## config.mk

```make
export PLATFORM = sky130hd
export DESIGN_NAME = hazard_ctrl
export DESIGN_NICKNAME = d
export VERILOG_FILES = /design/src/rtl/defines.sv /design/src/rtl/hz_sat_counter.sv /design/src/rtl/hazard_ctrl.sv
export SDC_FILE = /design/constraint.sdc
export NUM_CORES = 1
export LEC_CHECK = 0
export ABC_AREA = 1
export CAP_MARGIN = 5
export CORE_MARGIN = 1.5
export CORE_UTILIZATION = 54
export CTS_BUF_LIST = sky130_fd_sc_hd__clkbuf_8
export CTS_CLUSTER_SIZE = 25
export DETAILED_ROUTE_END_ITERATION = 8
export PLACE_DENSITY = 0.92
export SLEW_MARGIN = 20
export SYNTH_ARGS = -nofsm -noshare
export SYNTH_HDL_FRONTEND = slang
export SYNTH_HIERARCHICAL = 1
export SYNTH_SLANG_ARGS = --single-unit
```

## constraint.sdc

```tcl
create_clock -name clk -period 2 [get_ports clk]
set_input_delay 0.2 -clock clk [delete_from_list [all_inputs] [get_ports clk]]
set_output_delay 0.2 -clock clk [all_outputs]
set_load 0.02 [all_outputs]
```

## src/rtl/defines.sv

```systemverilog
// Shared core definitions: register-file address width and the
// hazard-controller FSM state type.
package defines;

  localparam int REG_FILE_ADDR_LEN = 5;

  typedef enum logic [1:0] {
    HZ_RUN     = 2'd0,
    HZ_MEMWAIT = 2'd1,
    HZ_ERR     = 2'd2
  } hzstate_t;

endpackage

```

## src/rtl/hz_sat_counter.sv

```systemverilog
// Saturating event counter: counts up by one per asserted increment and
// holds at its all-ones maximum instead of wrapping.
module hz_sat_counter #(
  parameter int W = 16
) (
  input  logic         clk,
  input  logic         rst,
  input  logic         inc_i,
  output logic [W-1:0] cnt_o
);

  logic [W-1:0] cnt_q;
  logic [W-1:0] cnt_d;

  // Next count: step only when requested and not already at the ceiling.
  always_comb begin
    cnt_d = cnt_q;
    if (inc_i && (cnt_q != '1)) begin
      cnt_d = cnt_q + 1'b1;
    end
  end

  // Count register, cleared asynchronously.
  // NOTE: state registers use non-blocking (<=) so every flop samples the
  // pre-edge values; blocking here would make results depend on block order.
  always_ff @(posedge clk or posedge rst) begin
    if (rst) begin
      cnt_q <= '0;
    end else begin
      cnt_q <= cnt_d;
    end
  end

  assign cnt_o = cnt_q;

endmodule

```

## src/rtl/hazard_ctrl.sv

```systemverilog
// Pipeline hazard and stall controller for the 5-stage core: load-use
// bubbles, taken-branch flushes, and a pipeline freeze while data memory
// is busy, with a timeout that parks the core in a sticky error state.
module hazard_ctrl
  import defines::*;
#(
  parameter int MEM_TIMEOUT = 64,
  parameter int CNT_W       = 16
) (
  input  logic                         clk,
  input  logic                         rst,
  input  logic                         id_valid,
  input  logic [REG_FILE_ADDR_LEN-1:0] id_src1,
  input  logic [REG_FILE_ADDR_LEN-1:0] id_src2,
  input  logic                         id_two_src,
  input  logic [REG_FILE_ADDR_LEN-1:0] exe_dest,
  input  logic                         exe_mem_r_en,
  input  logic                         exe_wb_en,
  input  logic                         br_taken,
  input  logic                         mem_req,
  input  logic                         mem_ready,
  output logic                         pc_en,
  output logic                         ifid_en,
  output logic                         idexe_en,
  output logic                         exemem_en,
  output logic                         ifid_flush,
  output logic                         idexe_flush,
  output logic                         memwb_flush,
  output logic                         mem_err,
  output hzstate_t                     state,
  output logic [CNT_W-1:0]             lu_cnt,
  output logic [CNT_W-1:0]             br_cnt,
  output logic [CNT_W-1:0]             mw_cnt
);

  // Wide enough to hold MEM_TIMEOUT itself.
  localparam int WAIT_W = $clog2(MEM_TIMEOUT + 1);

  hzstate_t          state_q;
  hzstate_t          state_d;
  logic [WAIT_W-1:0] wait_q;
  logic [WAIT_W-1:0] wait_d;

  logic freeze;
  logic lu;
  logic lu_inc;
  logic br_inc;
  logic mw_inc;

  // The pipeline freezes on any outstanding, unfinished memory access, and
  // permanently once the memory has timed out.
  assign freeze = ((state_q == HZ_RUN)     && mem_req && !mem_ready) ||
                  ((state_q == HZ_MEMWAIT) && !mem_ready)            ||
                   (state_q == HZ_ERR);

  // Load-use: the EXE load writes a non-zero register that ID reads now.
  assign lu = id_valid && exe_mem_r_en && exe_wb_en && (exe_dest != '0) &&
              ((exe_dest == id_src1) || (id_two_src && (exe_dest == id_src2)));

  // Memory-wait FSM and its wait counter. The request cycle is wait 1, so
  // the error fires after MEM_TIMEOUT+1 consecutive not-ready cycles.
  // NOTE: every combinationally assigned signal gets a default first so no
  // path leaves it unassigned, which would otherwise infer a latch.
  always_comb begin
    state_d = state_q;
    wait_d  = wait_q;
    case (state_q)
      HZ_RUN: begin
        if (mem_req && !mem_ready) begin
          state_d = HZ_MEMWAIT;
          wait_d  = WAIT_W'(1);
        end
      end
      HZ_MEMWAIT: begin
        if (mem_ready) begin
          state_d = HZ_RUN;
          wait_d  = '0;
        end else if (wait_q == WAIT_W'(MEM_TIMEOUT)) begin
          state_d = HZ_ERR;
        end else begin
          wait_d = wait_q + 1'b1;
        end
      end
      HZ_ERR: begin
        state_d = HZ_ERR;
      end
      default: begin
        state_d = HZ_RUN;
        wait_d  = '0;
      end
    endcase
  end

  // FSM state and wait counter registers.
  // NOTE: reset is asynchronous and active-high, so a reset asserted
  // mid-wait or in the error state takes effect without a clock edge.
  always_ff @(posedge clk or posedge rst) begin
    if (rst) begin
      state_q <= HZ_RUN;
      wait_q  <= '0;
    end else begin
      state_q <= state_d;
      wait_q  <= wait_d;
    end
  end

  // Output mux, priority freeze > branch > load-use > normal. All strobes
  // stay low while reset is held. A frozen cycle bubbles MEM/WB so the
  // stalled MEM instruction is not written back twice.
  always_comb begin
    pc_en       = 1'b0;
    ifid_en     = 1'b0;
    idexe_en    = 1'b0;
    exemem_en   = 1'b0;
    ifid_flush  = 1'b0;
    idexe_flush = 1'b0;
    memwb_flush = 1'b0;
    if (!rst) begin
      if (freeze) begin
        memwb_flush = 1'b1;
      end else if (br_taken) begin
        pc_en       = 1'b1;
        ifid_en     = 1'b1;
        idexe_en    = 1'b1;
        exemem_en   = 1'b1;
        ifid_flush  = 1'b1;
        idexe_flush = 1'b1;
      end else if (lu) begin
        idexe_en    = 1'b1;
        idexe_flush = 1'b1;
        exemem_en   = 1'b1;
      end else begin
        pc_en     = 1'b1;
        ifid_en   = 1'b1;
        idexe_en  = 1'b1;
        exemem_en = 1'b1;
      end
    end
  end

  // A branch held through a freeze is counted once, in the release cycle.
  assign br_inc = !freeze && br_taken;
  assign lu_inc = !freeze && !br_taken && lu;
  assign mw_inc = freeze && (state_q != HZ_ERR);

  hz_sat_counter #(.W(CNT_W)) u_lu_cnt (
    .clk   (clk),
    .rst   (rst),
    .inc_i (lu_inc),
    .cnt_o (lu_cnt)
  );

  hz_sat_counter #(.W(CNT_W)) u_br_cnt (
    .clk   (clk),
    .rst   (rst),
    .inc_i (br_inc),
    .cnt_o (br_cnt)
  );

  hz_sat_counter #(.W(CNT_W)) u_mw_cnt (
    .clk   (clk),
    .rst   (rst),
    .inc_i (mw_inc),
    .cnt_o (mw_cnt)
  );

  assign mem_err = (state_q == HZ_ERR);
  assign state   = state_q;

endmodule

```

* Word level (Yosys, flattened, before mapping)
Cells that the tools add are included.
** Storage, ports and cells
- Word-level logic and storage cells :: 71
- Register bits :: 57
- Output and inout port bits :: 58
- Input bits :: 24
** Cells by class
- Reduce and logical (&&, ||, !) cells :: 26
- Add/sub/neg operators :: 4
- Bitwise gates (word level) :: 1
- Muxes and demuxes :: 23
- Equality and inequality tests :: 12
** Operators by type and width (number)
- adder 16 x 1 -> 16 bit (second input constant) :: 3
- inequality test 16 bit (second input constant) :: 3
- 2-to-1 mux 7 bit :: 3
- case mux 7 bit (3 select lines) :: 1
- logical AND 1 bit :: 16
- 2-to-1 mux 1 bit :: 15
- == test 5 bit :: 2
- adder 7 x 1 -> 7 bit (second input constant) :: 1
- == test 7 bit (second input constant) :: 1
- 2-to-1 mux 2 bit :: 3
- case mux 2 bit (3 select lines) :: 1
- nonzero test 5 bit :: 1
- logical NOT 1 bit :: 3
- logical OR 1 bit :: 3
- inequality test 3 x 2 -> 1 bit (second input constant) :: 1
- inequality test 3 bit (second input constant) :: 1
- AND reduction 3 bit :: 1
- == test 2 x 1 -> 1 bit (second input constant) :: 1
- == test 2 bit (second input constant) :: 1
- logical NOT 2 bit :: 1
- inequality test 2 x 1 -> 1 bit (second input constant) :: 1
- inequality test 2 bit (second input constant) :: 1
- AND reduction 2 bit :: 1
- NOT 1 bit :: 1

* Logic depth before layout (Yosys ltp)
- Depth after elaboration :: 9
- Depth in mapped cells :: 16
- Depth with buffers taken out :: 16

* Cells and area by module
The synthesis kept the hierarchy.
** Modules (own cells, without submodules)
- hz_sat_counter :: times used 3, area each 1069.8 µm², cells an instance 150, sequential area each 400.4 µm²
- hazard_ctrl :: times used 1, area each 824.5 µm², cells an instance 138, sequential area each 225.2 µm²

* Worst setup path before layout
Ideal clock, no wire load.
- Kind :: register -> register
- Start :: register state_q[0], in the netlist state[0]
- End :: register u_lu_cnt.cnt_q[13], in the netlist u_lu_cnt/cnt_o[13]
- Stages on the path, launching flop included :: 15
- Arrival time :: 1.731 ns
- Data required time :: 1.887 ns
- Buffers on the path :: 0
- Clock period less this slack :: 1.844 ns
- Setup time :: 0.113 ns
- Path slack :: 0.156 ns
- Path through :: dfrtp_1 > inv_1 > nor2_4 > nand2_1 > nand2_2 > nor2_4 > inv_1 > nor2_1 > inv_1 > nor2_1 > nand2_1 > nor2_1 > nand3_1 > nand2_1 > inv_1
** Between the ends
- Cells in the longest elaborated chain, start to end :: 9
- Elaborated cells on any way between the ends :: 12
- Classes of those cells :: 2 x eq/ne; 10 x reduce/logical
** Ends and longest elaborated chain
- start, declared :: line hazard_ctrl.sv:39 : hzstate_t state_q;
- start signal, assigned :: line hazard_ctrl.sv:102 : state_q <= state_d;
- logical NOT 2 bit :: line hazard_ctrl.sv:52 : assign freeze = ((state_q == HZ_RUN) && mem_req && !mem_ready) ||
- logical AND 1 bit (2 in a row) :: line hazard_ctrl.sv:52
- logical OR 1 bit :: line hazard_ctrl.sv:52
- logical OR 1 bit (*) :: line hazard_ctrl.sv:53 : ((state_q == HZ_MEMWAIT) && !mem_ready) ||
- logical NOT 1 bit (*) :: line hazard_ctrl.sv:143 : assign lu_inc = !freeze && !br_taken && lu;
- logical AND 1 bit (*) (2 in a row) :: line hazard_ctrl.sv:143
- via lu_inc :: line hazard_ctrl.sv:46 : logic lu_inc;
- logical AND 1 bit (*) :: line hz_sat_counter.sv:18 : if (inc_i && (cnt_q != '1)) begin
- end signal, assigned :: line hz_sat_counter.sv:30 : cnt_q <= cnt_d;
- end, declared :: line hz_sat_counter.sv:12 : logic [W-1:0] cnt_q;
The timed path passes the listed nets; every way through them passes the cells marked *.
A chain may end at the register's enable or synchronous reset.

* Worst setup path in the final report
- Start :: register state_q[1], in the netlist state[1]
- End :: output mem_err
** Between the ends
- Cells in the longest elaborated chain, start to end :: 1
** Ends and longest elaborated chain
- == test 2 bit :: line hazard_ctrl.sv:167 : assign mem_err = (state_q == HZ_ERR);
- end, declared :: line hazard_ctrl.sv:29 : output logic mem_err,
Every way passes these cells.

==> results by group <==
Clocking
  • Setup Buffers After CTS: 0
  • Clock buffer depth: 2
  • CTS tree: yes
  • H-tree lvl count: 3
  • TritonCTS buffer count: 9
  • Root Buffer: clkbuf_8
  • CTS sink count: 57
  • Clock Latency Late Sink: 340 ps
  • Worst-path clk slew: 60 ps

Final layout
  • Layout area overhead: 29.34%
  • Ant diodes: 0
  • Fillers: 574
  • Final nets: 719
  • Post-layout instance area: 5218 µm²
  • Area of the multi-input gates: 2246 µm²
  • Share of layout cells above drive strength 1: 16.74%
  • Sequential Area: 1428 µm²

Synthesis
  • Count leader, synth: nand2_1
  • #FFs+latches synth: 57
  • Seq/Total Area, Yosys: 35.36%
  • Synth Flop Type: dfrtp_1
  • Yosys top cell by area: dfrtp_1
  • Leading post-synthesis cells by cell area: dfrtp_1, nand2_1, inv_1, nor2_1, nor2_4
  • Cell variety after synth: 23
  • Post-synth EDFFs: 0
  • Syn avg cell area: 6.860 µm²
  • Top cells by count, synth: nand2_1, inv_1, nor2_1, dfrtp_1, nand3_1
  • Synth top area share: 35.36%
  • Synth Instances: 588
  • Post-Syn Nets: 617
  • Async SR Flop Fraction: 100.0%
  • Synth Cell Area: 4034 µm²
  • YS warnings: 6

Setup path
  • Crit end category: output pin
  • Startpoint types: register
  • Crit path largest cell delay: 590 ps
  • CP required: 1800 ps
  • Critical path class: register to output pin
  • Critical Path, Cell by Cell: inv_2, nor2_2, buf_4, clkdlybuf4s50_1
  • WP data arrival: 1730 ps
  • Critical path buffers and inverters: 3
  • Slowest cell on crit path: clkdlybuf4s50_1
  • Delay-heaviest family, CP: buffers and inverters
  • CP max FO: 4

Placement
  • Number of port buffers: 81
  • GPL Wtd Cong: 0.8839
  • Placed cell area: 5059 µm²
  • Detailed Place HPWL: 7.723 mm

Global routing
  • Initial antenna violation count: 0
  • Total grt overflow: 0
  • Largest net degree at the start of global routing: 17
  • First-pass GRT wire length: 16.71 mm
  • Number of global-route vias before repair: 4007
  • Total GRT Usage: 26.50%

Routing
  • Remaining DRCs: 0
  • Pre-antenna DRT Iters: 5
  • Final antenna-violating net count: 0
  • DRT iter0 DRCs: 168
  • WL/cell: 12.64 µm
  • Final wirelength: 10.01 mm
  • Via density: 5.212
  • Total number of vias: 4128

Floorplanning
  • Die X: 89.43 µm
  • Die ar.: 7998 µm²
  • Initial core utilization: 55.61%
  • Core Region: 7253 µm²
  • Die Y: 89.43 µm
  • # rows: 31
  • I/O pin count: 82

STA
  • Unrepaired setup endpoints after global routing: true
  • Fin crit share: 96.32%
  • Clock skew: 11.30 ps
  • Final setup violation count: 0
  • Fmax: 0.5191 GHz
  • Final min period: 1926 ps
  • Final Max Tran Viols: 0
  • Final Hold Slack: 242.9 ps
  • Hold Vio Cnt, Final: 0
  • Worst relative slew slack: 57.06%
  • Slew of the pin with the lowest slew margin: 643.4 ps

Power
  • Power Dens Cells: 868.8 nW/µm²
  • VDD IR-drop max: 0.7290 mV
  • LEAKAGE: 2.395 nW

Run status
  • Outcome: finished, final reports clean

Run
  • Max Cap Viol: 0

Worst hold path
  • HP Class: input pin to asynchronous set/reset pin
[layout by cell type, fill, tap and decap left out, types with 9 or more instances in the layout]
master	instances
nand3_1	35
nor2_1	54
nand2_1	213
o21ai_1	18
nor2_4	17
clkbuf_8	10
inv_2	9
dfrtp_1	56
nand2_2	21
nand4_1	21
o21ai_2	18
inv_1	74
buf_4	12
clkdlybuf4s50_1	74
nor2_2	13
[stage by stage]
stage | cells | power, mW | setup TNS [ps] | setup WS [ps] | utilization, %
2_1_floorplan | 588 | 2.744 | 0 | 156.0 | -
3_3_place_gp | 778 | 3.432 | -726.3 | -132.7 | 69.74
3_5_place_dp | 778 | 3.506 | -2411 | -214.7 | 69.74
4_1_cts | 792 | 4.563 | 0 | 0.3504 | 72.24
5_1_grt | 792 | 4.802 | -53.17 | -19.95 | 71.93
6_report | 792 | 4.533 | 0 | 73.66 | 71.93
[sequential cells by signal, indices dropped and copies added (netlist names)]
register,cells
wait_q,7
u_br_cnt/cnt_o,16
u_lu_cnt/cnt_o,16
u_mw_cnt/cnt_o,16
state,2
[layer usage]
metal	track usage (%)	wire length [µm]	vias to the layer above
met2	47.23	5172	137
met4	12.73	220	0
met1	30.45	4138	1929
met3	5.078	481	26
met5	0	0	-
li1	-	-	2036
[tightest hold or removal path, stage by stage]
cell and delay, ps:
clkdlybuf4s50_1 440, inv_1 100, buf_4 180
[logic make-up (layout without fill, tap and decap cells)]
| logic type | count (synthesis) | count (layout) | synth area share (%) |
|---|---|---|---|
| flip-flops | 57 | 57 | 35.36 |
| AND/OR/NAND/NOR | 380 | 380 | 43.33 |
| adder cells (fa/ha/maj) | 5 | 5 | 1.551 |
| buffers and inverters | 88 | 193 | 9.212 |
| AO/OA/AOI/OAI | 43 | 43 | 7.289 |
| XOR/XNOR | 15 | 15 | 3.257 |
[repair_timing]
action	4_1_cts	5_1_grt
endpoints found under the setup margin	8	10
hold buffers	0	0
resized for setup	13	15
endpoints found under the hold margin	0	0
[layout make-up]
| cell class | instances | share of cell area (%) |
|---|---|---|
| multi-input cells | 443 | 43.05 |
| well taps | 99 | 2.374 |
| clock buffers | 10 | 2.638 |
| clock inverters | 4 | 0.8633 |
| repair buffers | 96 | 17.75 |
| flip-flops and latches | 57 | 27.36 |
| inverters | 83 | 5.971 |
[final timing paths]
check / start / endpoint / slack [ps] / cells past startpoint
min in group clk: u_lu_cnt/cnt_o[1] / u_lu_cnt/cnt_o[1] / 530 / 2
min: rst / wait_q[4] / 240 / 3
max: state[1] / mem_err / 70 / 4
max reg2reg: state[0] / u_br_cnt/cnt_o[0] / 190 / 13
max in group asynchronous: rst / u_lu_cnt/cnt_o[9] / 1130 / 3
min reg2reg: u_lu_cnt/cnt_o[1] / u_lu_cnt/cnt_o[1] / 530 / 2
[where the power goes]
group | leakage (nW) | internal (mW) | switching, mW
sequential | 0.728 | 1.38 | 0.342
clock | 0.0978 | 0.589 | 0.464
combinational | 1.57 | 0.776 | 0.984
total | 2.39 | 2.74 | 1.79
Power figures use the tool's default switching activity.
